==> config.mk <==
export PLATFORM = sky130hd
export DESIGN_NAME = bcd_to_bin_seq_flat
export DESIGN_NICKNAME = d
export VERILOG_FILES = /design/src/rtl/bcd_pkg.sv /design/src/rtl/bcd_to_bin_seq_if.sv /design/src/rtl/bcd_digit_mac.sv /design/src/rtl/bcd_to_bin_seq.sv /design/src/flat_wrapper.sv
export SDC_FILE = /design/constraint.sdc
export NUM_CORES = 1
export LEC_CHECK = 0
export ABC_CLOCK_PERIOD_IN_PS = 6520
export CORE_MARGIN = 2
export CORE_UTILIZATION = 58
export CTS_CLUSTER_DIAMETER = 100
export CTS_CLUSTER_SIZE = 28
export DETAILED_ROUTE_END_ITERATION = 12
export GPL_ROUTABILITY_DRIVEN = 0
export PLACE_DENSITY = 0.86
export SYNTH_ARGS = -nofsm -noshare
export SYNTH_HDL_FRONTEND = slang
export SYNTH_SLANG_ARGS = --single-unit
==> constraint.sdc <==
create_clock -name clk -period 6.52 [get_ports clk]
set_input_delay 1.63 -clock clk [delete_from_list [all_inputs] [get_ports clk]]
set_output_delay 1.63 -clock clk [all_outputs]
set_load 0.005 [all_outputs]
==> src/rtl/bcd_pkg.sv <==
// Shared definitions for the BCD-to-binary datapath: FSM state encoding
// and BCD digit constants.
package bcd_pkg;

  typedef enum logic [1:0] {
    IDLE = 2'd0,
    CONV = 2'd1,
    DONE = 2'd2
  } state_t;

  localparam int unsigned DIGIT_W = 4;

  localparam logic [DIGIT_W-1:0] BCD_DIGIT_MAX = 4'd9;

endpackage

==> src/rtl/bcd_to_bin_seq_if.sv <==
// Input/output handshake bundle of the sequential BCD-to-binary converter.
interface bcd_to_bin_seq_if
  import bcd_pkg::*;
#(
  parameter int unsigned DIGITS = 4,
  parameter int unsigned BIN_W  = 14
);

  logic                        in_valid;
  logic                        in_ready;
  logic [DIGIT_W*DIGITS-1:0]   in_bcd;
  logic                        out_valid;
  logic                        out_ready;
  logic [BIN_W-1:0]            out_bin;
  logic                        out_err;

  // Producer/consumer side.
  modport master (
    output in_valid, in_bcd, out_ready,
    input  in_ready, out_valid, out_bin, out_err
  );

  // Converter side.
  modport slave (
    input  in_valid, in_bcd, out_ready,
    output in_ready, out_valid, out_bin, out_err
  );

endinterface

==> src/rtl/bcd_digit_mac.sv <==
// Combinational one-digit fold step: acc*10 + d, truncated to BIN_W bits,
// with a flag for a digit outside 0..9.
module bcd_digit_mac
  import bcd_pkg::*;
#(
  parameter int unsigned BIN_W = 14
) (
  input  logic [BIN_W-1:0]   acc,
  input  logic [DIGIT_W-1:0] digit,
  output logic [BIN_W-1:0]   acc_next,
  output logic               digit_bad
);

  // acc*10 as (acc*8 + acc*2); the sum wraps modulo 2^BIN_W.
  always_comb begin
    acc_next  = (acc << 3) + (acc << 1) + BIN_W'(digit);
    digit_bad = (digit > BCD_DIGIT_MAX);
  end

endmodule

==> src/rtl/bcd_to_bin_seq.sv <==
// Sequential multi-digit BCD-to-binary converter. Folds one digit per
// cycle, most significant first, and presents the result on a
// valid/ready output with a sticky invalid-digit flag.
module bcd_to_bin_seq
  import bcd_pkg::*;
#(
  parameter int unsigned DIGITS = 4,
  parameter int unsigned BIN_W  = 14
) (
  input  logic             clk,
  input  logic             rst,
  bcd_to_bin_seq_if.slave  bus
);

  localparam int unsigned SR_W  = DIGIT_W * DIGITS;
  localparam int unsigned CNT_W = (DIGITS > 1) ? $clog2(DIGITS) : 1;

  state_t             state;
  logic [SR_W-1:0]    sreg;
  logic [BIN_W-1:0]   acc;
  logic               err;
  logic [CNT_W-1:0]   cnt;
  logic [BIN_W-1:0]   out_bin_r;
  logic               out_err_r;

  logic [BIN_W-1:0]   acc_next;
  logic               digit_bad;
  logic               err_next;

  bcd_digit_mac #(
    .BIN_W (BIN_W)
  ) u_mac (
    .acc       (acc),
    .digit     (sreg[SR_W-1 -: DIGIT_W]),
    .acc_next  (acc_next),
    .digit_bad (digit_bad)
  );

  // Error flag including the digit being folded this cycle.
  always_comb begin
    err_next = err | digit_bad;
  end

  // FSM, digit shift register, accumulator and result registers.
  // The result is captured on the final fold so out_bin/out_err hold
  // steady for the whole DONE state.
  always_ff @(posedge clk) begin
    if (rst) begin
      state     <= IDLE;
      sreg      <= '0;
      acc       <= '0;
      err       <= 1'b0;
      cnt       <= '0;
      out_bin_r <= '0;
      out_err_r <= 1'b0;
    end else begin
      case (state)
        IDLE: begin
          if (bus.in_valid) begin
            sreg  <= bus.in_bcd;
            acc   <= '0;
            err   <= 1'b0;
            cnt   <= CNT_W'(DIGITS - 1);
            state <= CONV;
          end
        end
        CONV: begin
          acc  <= acc_next;
          err  <= err_next;
          sreg <= sreg << DIGIT_W;
          if (cnt == '0) begin
            out_bin_r <= err_next ? '0 : acc_next;
            out_err_r <= err_next;
            state     <= DONE;
          end else begin
            cnt <= cnt - 1'b1;
          end
        end
        DONE: begin
          if (bus.out_ready) begin
            state <= IDLE;
          end
        end
        default: state <= IDLE;
      endcase
    end
  end

  // Handshake outputs decode registered state only.
  always_comb begin
    bus.in_ready  = (state == IDLE);
    bus.out_valid = (state == DONE);
    bus.out_bin   = out_bin_r;
    bus.out_err   = out_err_r;
  end

endmodule

==> src/flat_wrapper.sv <==
// flat-port wrapper written by rule: the top's interface ports become plain ports
module bcd_to_bin_seq_flat import bcd_pkg::*;
#(
  parameter int unsigned DIGITS = 4,
  parameter int unsigned BIN_W  = 14
)
  (clk, rst, bus_in_valid, bus_in_bcd, bus_out_ready, bus_in_ready, bus_out_valid, bus_out_bin, bus_out_err);
  bcd_to_bin_seq_if #(.DIGITS(DIGITS), .BIN_W(BIN_W)) bus_i ();
  input  logic clk;
  input  logic rst;
  input wire logic [$bits(bus_i.in_valid)-1:0] bus_in_valid;
  input wire logic [$bits(bus_i.in_bcd)-1:0] bus_in_bcd;
  input wire logic [$bits(bus_i.out_ready)-1:0] bus_out_ready;
  output wire logic [$bits(bus_i.in_ready)-1:0] bus_in_ready;
  output wire logic [$bits(bus_i.out_valid)-1:0] bus_out_valid;
  output wire logic [$bits(bus_i.out_bin)-1:0] bus_out_bin;
  output wire logic [$bits(bus_i.out_err)-1:0] bus_out_err;
  assign bus_i.in_valid = bus_in_valid;
  assign bus_i.in_bcd = bus_in_bcd;
  assign bus_i.out_ready = bus_out_ready;
  assign bus_in_ready = bus_i.in_ready;
  assign bus_out_valid = bus_i.out_valid;
  assign bus_out_bin = bus_i.out_bin;
  assign bus_out_err = bus_i.out_err;
  bcd_to_bin_seq #(.DIGITS(DIGITS), .BIN_W(BIN_W)) u_core (.clk(clk), .rst(rst), .bus(bus_i));
endmodule
==> qor.txt, run 1 <==
Register clock-pin slew on the reported worst setup and hold paths -> 0.08 ns
Buffers added on ports -> 36
Total clock sinks -> 49
Top post-synthesis cells by area -> sky130_fd_sc_hd__dfxtp_1 (38%), sky130_fd_sc_hd__ha_1 (11%), sky130_fd_sc_hd__nor2_1 (6.5%), sky130_fd_sc_hd__nand2_1 (5.5%), sky130_fd_sc_hd__a22oi_1 (4.9%)
Count of TritonRoute iterations in the first routing pass -> 5
Highest attainable clock frequency -> 298 MHz
Largest stage delay on the critical path -> 0.45 ns
Top-area cell type share of the netlist area -> 38.0%
LEAKAGE -> 1.33 nW
CP Launch Point -> rst
Antenna-violating nets left -> 0
Die Height -> 70.7 µm
Routed WL -> 5900 µm
Part of the Yosys area used for sequential elements -> 38.0%
Critical path data arrival time -> 3.55 ns
Synthesized instance count -> 301
Library cell used as clock root buffer -> sky130_fd_sc_hd__clkbuf_8
Asr flop ratio synth -> 0%
Flip-flop and latch count after synthesis -> 49
# hold bufs at CTS -> 0
Number of buffer and inverter instances along the worst setup path -> 3
Count of placed standard cells including taps -> 377
Worst r2r src -> u_core.acc[0]
Final non-filler cell total -> 384
Max-slew violation count -> 0
Reg-to-Reg End -> u_core.acc[10]
Maximum number of pins on one net before global-route repair -> 47
Cts repair resizes -> 0
Number of rows in the core area -> 24
Result of the run -> finished clean
Endpoints failing hold -> 0
Iteration-0 DRC count of the detailed router -> 215
Worst reg2reg path depth -> 8
Worst-path maximum fanout -> 46
Summed negative setup slack over all endpoints -> 0 ns
Most instantiated flip-flop cell in the synthesis netlist -> sky130_fd_sc_hd__dfxtp_1
Average vias per placed instance -> 6.17
Post-CTS repair timing setup buffer count -> 0
Worst-Skew Late Latency -> 0.30 ns
Kind of cell adding the most delay to the critical path -> buffers and inverters
WHS -> 0.468 ns
Remaining global-route overflow -> 0
Minimum clock period after layout -> 3.35 ns
Overall track demand over capacity in global routing -> 24.5%
Yosys warning count -> 0
I/O pin total -> 37
Commonest cells after routing, fill and taps aside -> sky130_fd_sc_hd__dfxtp_1 (49), sky130_fd_sc_hd__nor2_1 (45), sky130_fd_sc_hd__nand2_1 (38), sky130_fd_sc_hd__clkdlybuf4s50_1 (36), sky130_fd_sc_hd__ha_1 (23)
Area of the core region -> 4320 µm²
Initial standard-cell utilization of the core -> 59.7%
Total via count after detailed routing -> 2368
Number of levels in the clock H-tree -> 2
Leading cell type in the layout, fill and taps excluded -> sky130_fd_sc_hd__dfxtp_1
Total DRC errors in the routed layout -> 0
Net Count, Synth -> 346
Horizontal die dimension -> 70.7 µm
Number of flops mapped to enable cells by yosys -> 0
Layout Nets -> 377
Register area -> 981 µm²
Critical path class -> primary input to flop
Skew final -> 0.0101 ns
Cell seen most often among critical-path stages -> sky130_fd_sc_hd__and3_1
Tightest Pin Transition -> 0.885 ns
Worst Hold Depth -> 2
Number of violations of the max-capacitance limit -> 0
Netlist Area Pre-Place -> 2580 µm²
Flop2flop setup slack -> 3.86 ns
Slowest stage cell on the critical path -> sky130_fd_sc_hd__clkdlybuf4s50_1
Worst Setup End Kind -> flop
Worst-case hold path end point -> u_core.bus.out_bin[13]
Average cell area after synthesis -> 8.58 µm²
Wire length of the first global-routing pass -> 9900 µm
Maximum resistive drop on vdd -> 155 µV
Longest Clk Path Bufs -> 2
Area of the die -> 5000 µm²
Final period utilization -> 51.4%
Share of cells above drive strength 1 -> 4.22%
P per Cell Area -> 202 nW/µm²
Routed length per placed instance -> 15.4 µm
Number of antenna repair diodes -> 0
RSZ-0062 raised after global routing -> no
Type of origin of the critical path -> primary input
Biggest area consumer among synthesized cells -> sky130_fd_sc_hd__dfxtp_1
Num CTS Buffers -> 5
Initial antenna violation count -> 0
Origin of the worst min-delay path -> u_core.bus.out_bin[13]
Hold Crit Class -> flop to flop
Final-layout fill cell count -> 343
Area of combinational cells with multiple inputs -> 1500 µm²
Crit-path cells -> clkdlybuf4s50_1 -> buf_4 -> clkinv_1 -> and3_1 -> and3_1 -> a311o_1
Required time worst endpoint -> 6.72 ns
Via count of the first global-routing pass -> 2183
Max transition margin -> 40.8%
Netlist cell types -> 49
Area added between synthesis and finish -> 18.4%
Post-detail-place hpwl -> 4210 µm
Number of endpoints failing setup at the final stage -> 0
CTS tree -> yes
## state kept, by name (all words and copies together), names as in the netlist
name,flops
u_core.sreg,16
u_core.cnt,2
u_core.bus.out_bin,14
u_core.acc,13
u_core.bus.out_err,1
u_core.state,2
u_core.err,1
## cell families (layout without fill, tap and decap cells)
logic type	count (synthesis)	after routing	synth area share [%]
AND/OR/NAND/NOR	116	116	20.6
AO/OA/AOI/OAI	80	80	23.3
flip-flops	49	49	38.0
buffers and inverters	27	58	4.07
adder cells (fa/ha/maj)	25	25	12.7
XOR/XNOR	4	4	1.36
## layout make-up
class	instances	share of cell area, %
Clock buffer	7	2.83
Timing Repair Buffer	39	12.5
Inverter	12	1.47
Tap cell	52	2.13
Sequential cell	49	32.1
Multi-Input combinational cell	225	48.9
## through the flow
stage | total power, mW | setup WS (ns) | utilization, % | instance area (µm²)
after floorplan | 0.403 | 3.81 | - | 2580
after global placement | 0.438 | 2.90 | 68.7 | 2970
after detailed placement | 0.441 | 2.87 | 68.7 | 2970
after CTS | 0.617 | 3.19 | 70.7 | 3060
after global routing | 0.642 | 3.03 | 70.7 | 3060
final | 0.616 | 3.17 | 70.7 | 3060
## cell usage after synthesis, drive strengths merged (2+ instances only)
library cell	count
buf	4
a22oi	17
and2	2
nand3	7
nand2b	2
nor2	45
inv	11
o21a	4
dfxtp	49
a311oi	12
a21oi	7
xnor2	3
a211o	2
or4	2
nor2b	3
and3	2
fa	2
a32o	2
o21ai	11
o31ai	2
ha	23
a32oi	6
a211oi	3
or3	5
clkbuf	11
o211a	2
nand2	38
nor3	4
a21o	3
and4	3
## power by group
part / switching (mW) / internal [mW]
clock network: 0.0962 / 0.0843
registers: 0.0118 / 0.316
logic: 0.0622 / 0.0452
## per-layer routing
layer / share of wire (%) / wire length [µm] / GRT usage [%] / vias up
met5: 0 / 0 / 0 / -
met4: 2.5 / 146 / 10.3 / 0
met3: 4.6 / 273 / 5.27 / 16
met2: 49 / 2880 / 40.6 / 81
met1: 44 / 2600 / 31.1 / 1104
li1: - / - / - / 1167
## worst reg2reg max path, cell delays in order (launching register included)
cell	delay, ns
sky130_fd_sc_hd__dfxtp_1	0.37
sky130_fd_sc_hd__inv_1	0.07
sky130_fd_sc_hd__fa_1	0.52
sky130_fd_sc_hd__fa_1	0.51
sky130_fd_sc_hd__nor2b_4	0.15
sky130_fd_sc_hd__o31a_1	0.19
sky130_fd_sc_hd__o21bai_1	0.15
sky130_fd_sc_hd__a2111oi_0	0.47
sky130_fd_sc_hd__a311o_1	0.17
## worst max path at each step
stage                                 to  slack [ns]  cells after the start
after floorplan           u_core.acc[10]        3.81                      5
after global placement    u_core.acc[10]        2.90                      6
after detailed placement  u_core.acc[10]        2.87                      6
after CTS                 u_core.acc[10]        3.19                      6
after global routing      u_core.acc[10]        3.03                      6
final                     u_core.acc[10]        3.17                      6
Note: power is estimated with default switching activity, not from simulation.
==> run 2: changes to the inputs <==
--- a/config.mk
+++ b/config.mk
@@ -5,14 +5,14 @@
 export SDC_FILE = /design/constraint.sdc
 export NUM_CORES = 1
 export LEC_CHECK = 0
-export ABC_CLOCK_PERIOD_IN_PS = 6520
+export ABC_CLOCK_PERIOD_IN_PS = 2900
 export CORE_MARGIN = 2
-export CORE_UTILIZATION = 58
+export CORE_UTILIZATION = 49
 export CTS_CLUSTER_DIAMETER = 100
 export CTS_CLUSTER_SIZE = 28
 export DETAILED_ROUTE_END_ITERATION = 12
 export GPL_ROUTABILITY_DRIVEN = 0
-export PLACE_DENSITY = 0.86
+export PLACE_DENSITY = 0.78
 export SYNTH_ARGS = -nofsm -noshare
 export SYNTH_HDL_FRONTEND = slang
 export SYNTH_SLANG_ARGS = --single-unit
==> constraint.sdc (replaced) <==
create_clock -name clk -period 2.9 [get_ports clk]
set_input_delay 0.725 -clock clk [delete_from_list [all_inputs] [get_ports clk]]
set_output_delay 0.725 -clock clk [all_outputs]
set_load 0.005 [all_outputs]
==> qor.txt, run 2 (synthesis results as in run 1) <==
Share of power burned in combinational logic -> 17.7%
Endpoints failing hold -> 0
I/O pin total -> 37
CTS tree -> yes
Portion of total power attributed to the clock network -> 28.8%
Area added between synthesis and finish -> 19.9%
Die Height -> 76.6 µm
Total via count after detailed routing -> 2370
Iteration-0 DRC count of the detailed router -> 216
Overall track demand over capacity in global routing -> 21.1%
Post-detail-place hpwl -> 4270 µm
Critical path data arrival time -> 2.86 ns
Cts repair resizes -> 0
Number of antenna repair diodes -> 0
Max transition margin -> 51.8%
Number of levels in the clock H-tree -> 2
Switching part of the total power -> 28.7%
LEAKAGE -> 1.33 nW
Internal power -> 985 µW
Initial antenna violation count -> 0
Final non-filler cell total -> 405
Worst-Skew Late Latency -> 0.30 ns
Wire length of the first global-routing pass -> 10200 µm
Average vias per placed instance -> 5.85
Flop pwr share -> 53.5%
Maximum number of pins on one net before global-route repair -> 36
Number of rows in the core area -> 26
# hold bufs at CTS -> 0
RSZ-0062 raised after global routing -> no
P per Cell Area -> 446 nW/µm²
Antenna-violating nets left -> 0
Required time worst endpoint -> 3.10 ns
Number of endpoints failing setup at the final stage -> 0
WHS -> 0.461 ns
Share of cells above drive strength 1 -> 5.07%
Max reg flops -> 16
Highest attainable clock frequency -> 375 MHz
Commonest cells after routing, fill and taps aside -> sky130_fd_sc_hd__dfxtp_1 (49), sky130_fd_sc_hd__nor2_1 (45), sky130_fd_sc_hd__nand2_1 (38), sky130_fd_sc_hd__clkdlybuf4s50_1 (36), sky130_fd_sc_hd__ha_1 (23)
Summed negative setup slack over all endpoints -> 0 ns
Hold Crit Class -> flop to flop
Count of placed standard cells including taps -> 397
Register clock-pin slew on the reported worst setup and hold paths -> 0.09 ns
Worst Setup End Kind -> flop
Minimum clock period after layout -> 2.67 ns
Worst-path maximum fanout -> 5
Longest Clk Path Bufs -> 2
Type of origin of the critical path -> flop
Register area -> 981 µm²
Total DRC errors in the routed layout -> 0
Critical path class -> flop to flop
Reg with most FFs -> u_core.sreg
Routed length per placed instance -> 14.6 µm
Via count of the first global-routing pass -> 2284
Result of the run -> finished clean
Number of violations of the max-capacitance limit -> 0
Tightest Pin Transition -> 0.723 ns
Util after Layout -> 60.6%
Library cell used as clock root buffer -> sky130_fd_sc_hd__clkbuf_8
Remaining global-route overflow -> 0
Area of combinational cells with multiple inputs -> 1500 µm²
Max-slew violation count -> 0
Final-layout fill cell count -> 472
Skew final -> 0.00279 ns
Area of the die -> 5860 µm²
Count of TritonRoute iterations in the first routing pass -> 4
Post-CTS repair timing setup buffer count -> 0
Area of the core region -> 5110 µm²
Total clock sinks -> 49
Maximum resistive drop on vdd -> 323 µV
Horizontal die dimension -> 76.6 µm
Sw Pwr -> 396 µW
Leading cell type in the layout, fill and taps excluded -> sky130_fd_sc_hd__dfxtp_1
Initial standard-cell utilization of the core -> 50.5%
Final period utilization -> 91.9%
Routed WL -> 5900 µm
Layout Nets -> 379
Num CTS Buffers -> 5
Buffers added on ports -> 36
run 2: through the flow:
stage | total power [mW] | instance area (µm²) | setup WS, ns
after detailed placement | 0.997 | 3010 | 0.277
after CTS | 1.39 | 3090 | 0.242
after global routing | 1.46 | 3090 | 0.0679
final | 1.38 | 3090 | 0.235
after floorplan | 0.907 | 2580 | 0.388
after global placement | 0.990 | 3010 | 0.328
run 2: metal layers:
| layer | track usage [%] | vias to the layer above | wire length, µm |
|---|---|---|---|
| met5 | 0 | - | 0 |
| met4 | 6.00 | 0 | 69 |
| met3 | 5.45 | 8 | 346 |
| met2 | 36.6 | 81 | 2910 |
| met1 | 25.8 | 1120 | 2560 |
| li1 | - | 1161 | - |
run 2: area by class of cell:
class	count	share of cell area, %
inverter	12	1.46
multi-input combinational	225	48.3
clock buffer	6	2.35
clock inverter	2	0.485
sequential	49	31.7
tap	70	2.83
timing repair buffer	41	12.9
run 2: worst paths after layout:
check / slack (ns) / cells after the start / end / start
setup / recovery: 0.23 / 9 / u_core.bus.out_bin[9] / u_core.acc[0]
hold / removal: 0.46 / 2 / u_core.bus.out_bin[13] / u_core.bus.out_bin[13]
setup reg to reg: 0.23 / 9 / u_core.bus.out_bin[9] / u_core.acc[0]
hold reg to reg: 0.46 / 2 / u_core.bus.out_bin[13] / u_core.bus.out_bin[13]
run 2: power groups by stage:
stage	Sequential, mW	Combinational, mW	Clock, mW
global route	0.742	0.273	0.442
global placement	0.752	0.238	0
finish	0.738	0.245	0.398
detailed placement	0.753	0.244	0
floorplan	0.746	0.161	0
CTS	0.738	0.245	0.408
run 2: worst max-delay path: stages (launching register included):
cell and delay (ns):
sky130_fd_sc_hd__dfxtp_1 0.37, sky130_fd_sc_hd__inv_1 0.07, sky130_fd_sc_hd__fa_1 0.59, sky130_fd_sc_hd__inv_1 0.06
sky130_fd_sc_hd__ha_1 0.28, sky130_fd_sc_hd__a21o_1 0.17, sky130_fd_sc_hd__and4_4 0.20, sky130_fd_sc_hd__o211a_1 0.24
sky130_fd_sc_hd__or3_1 0.32, sky130_fd_sc_hd__a32o_1 0.26
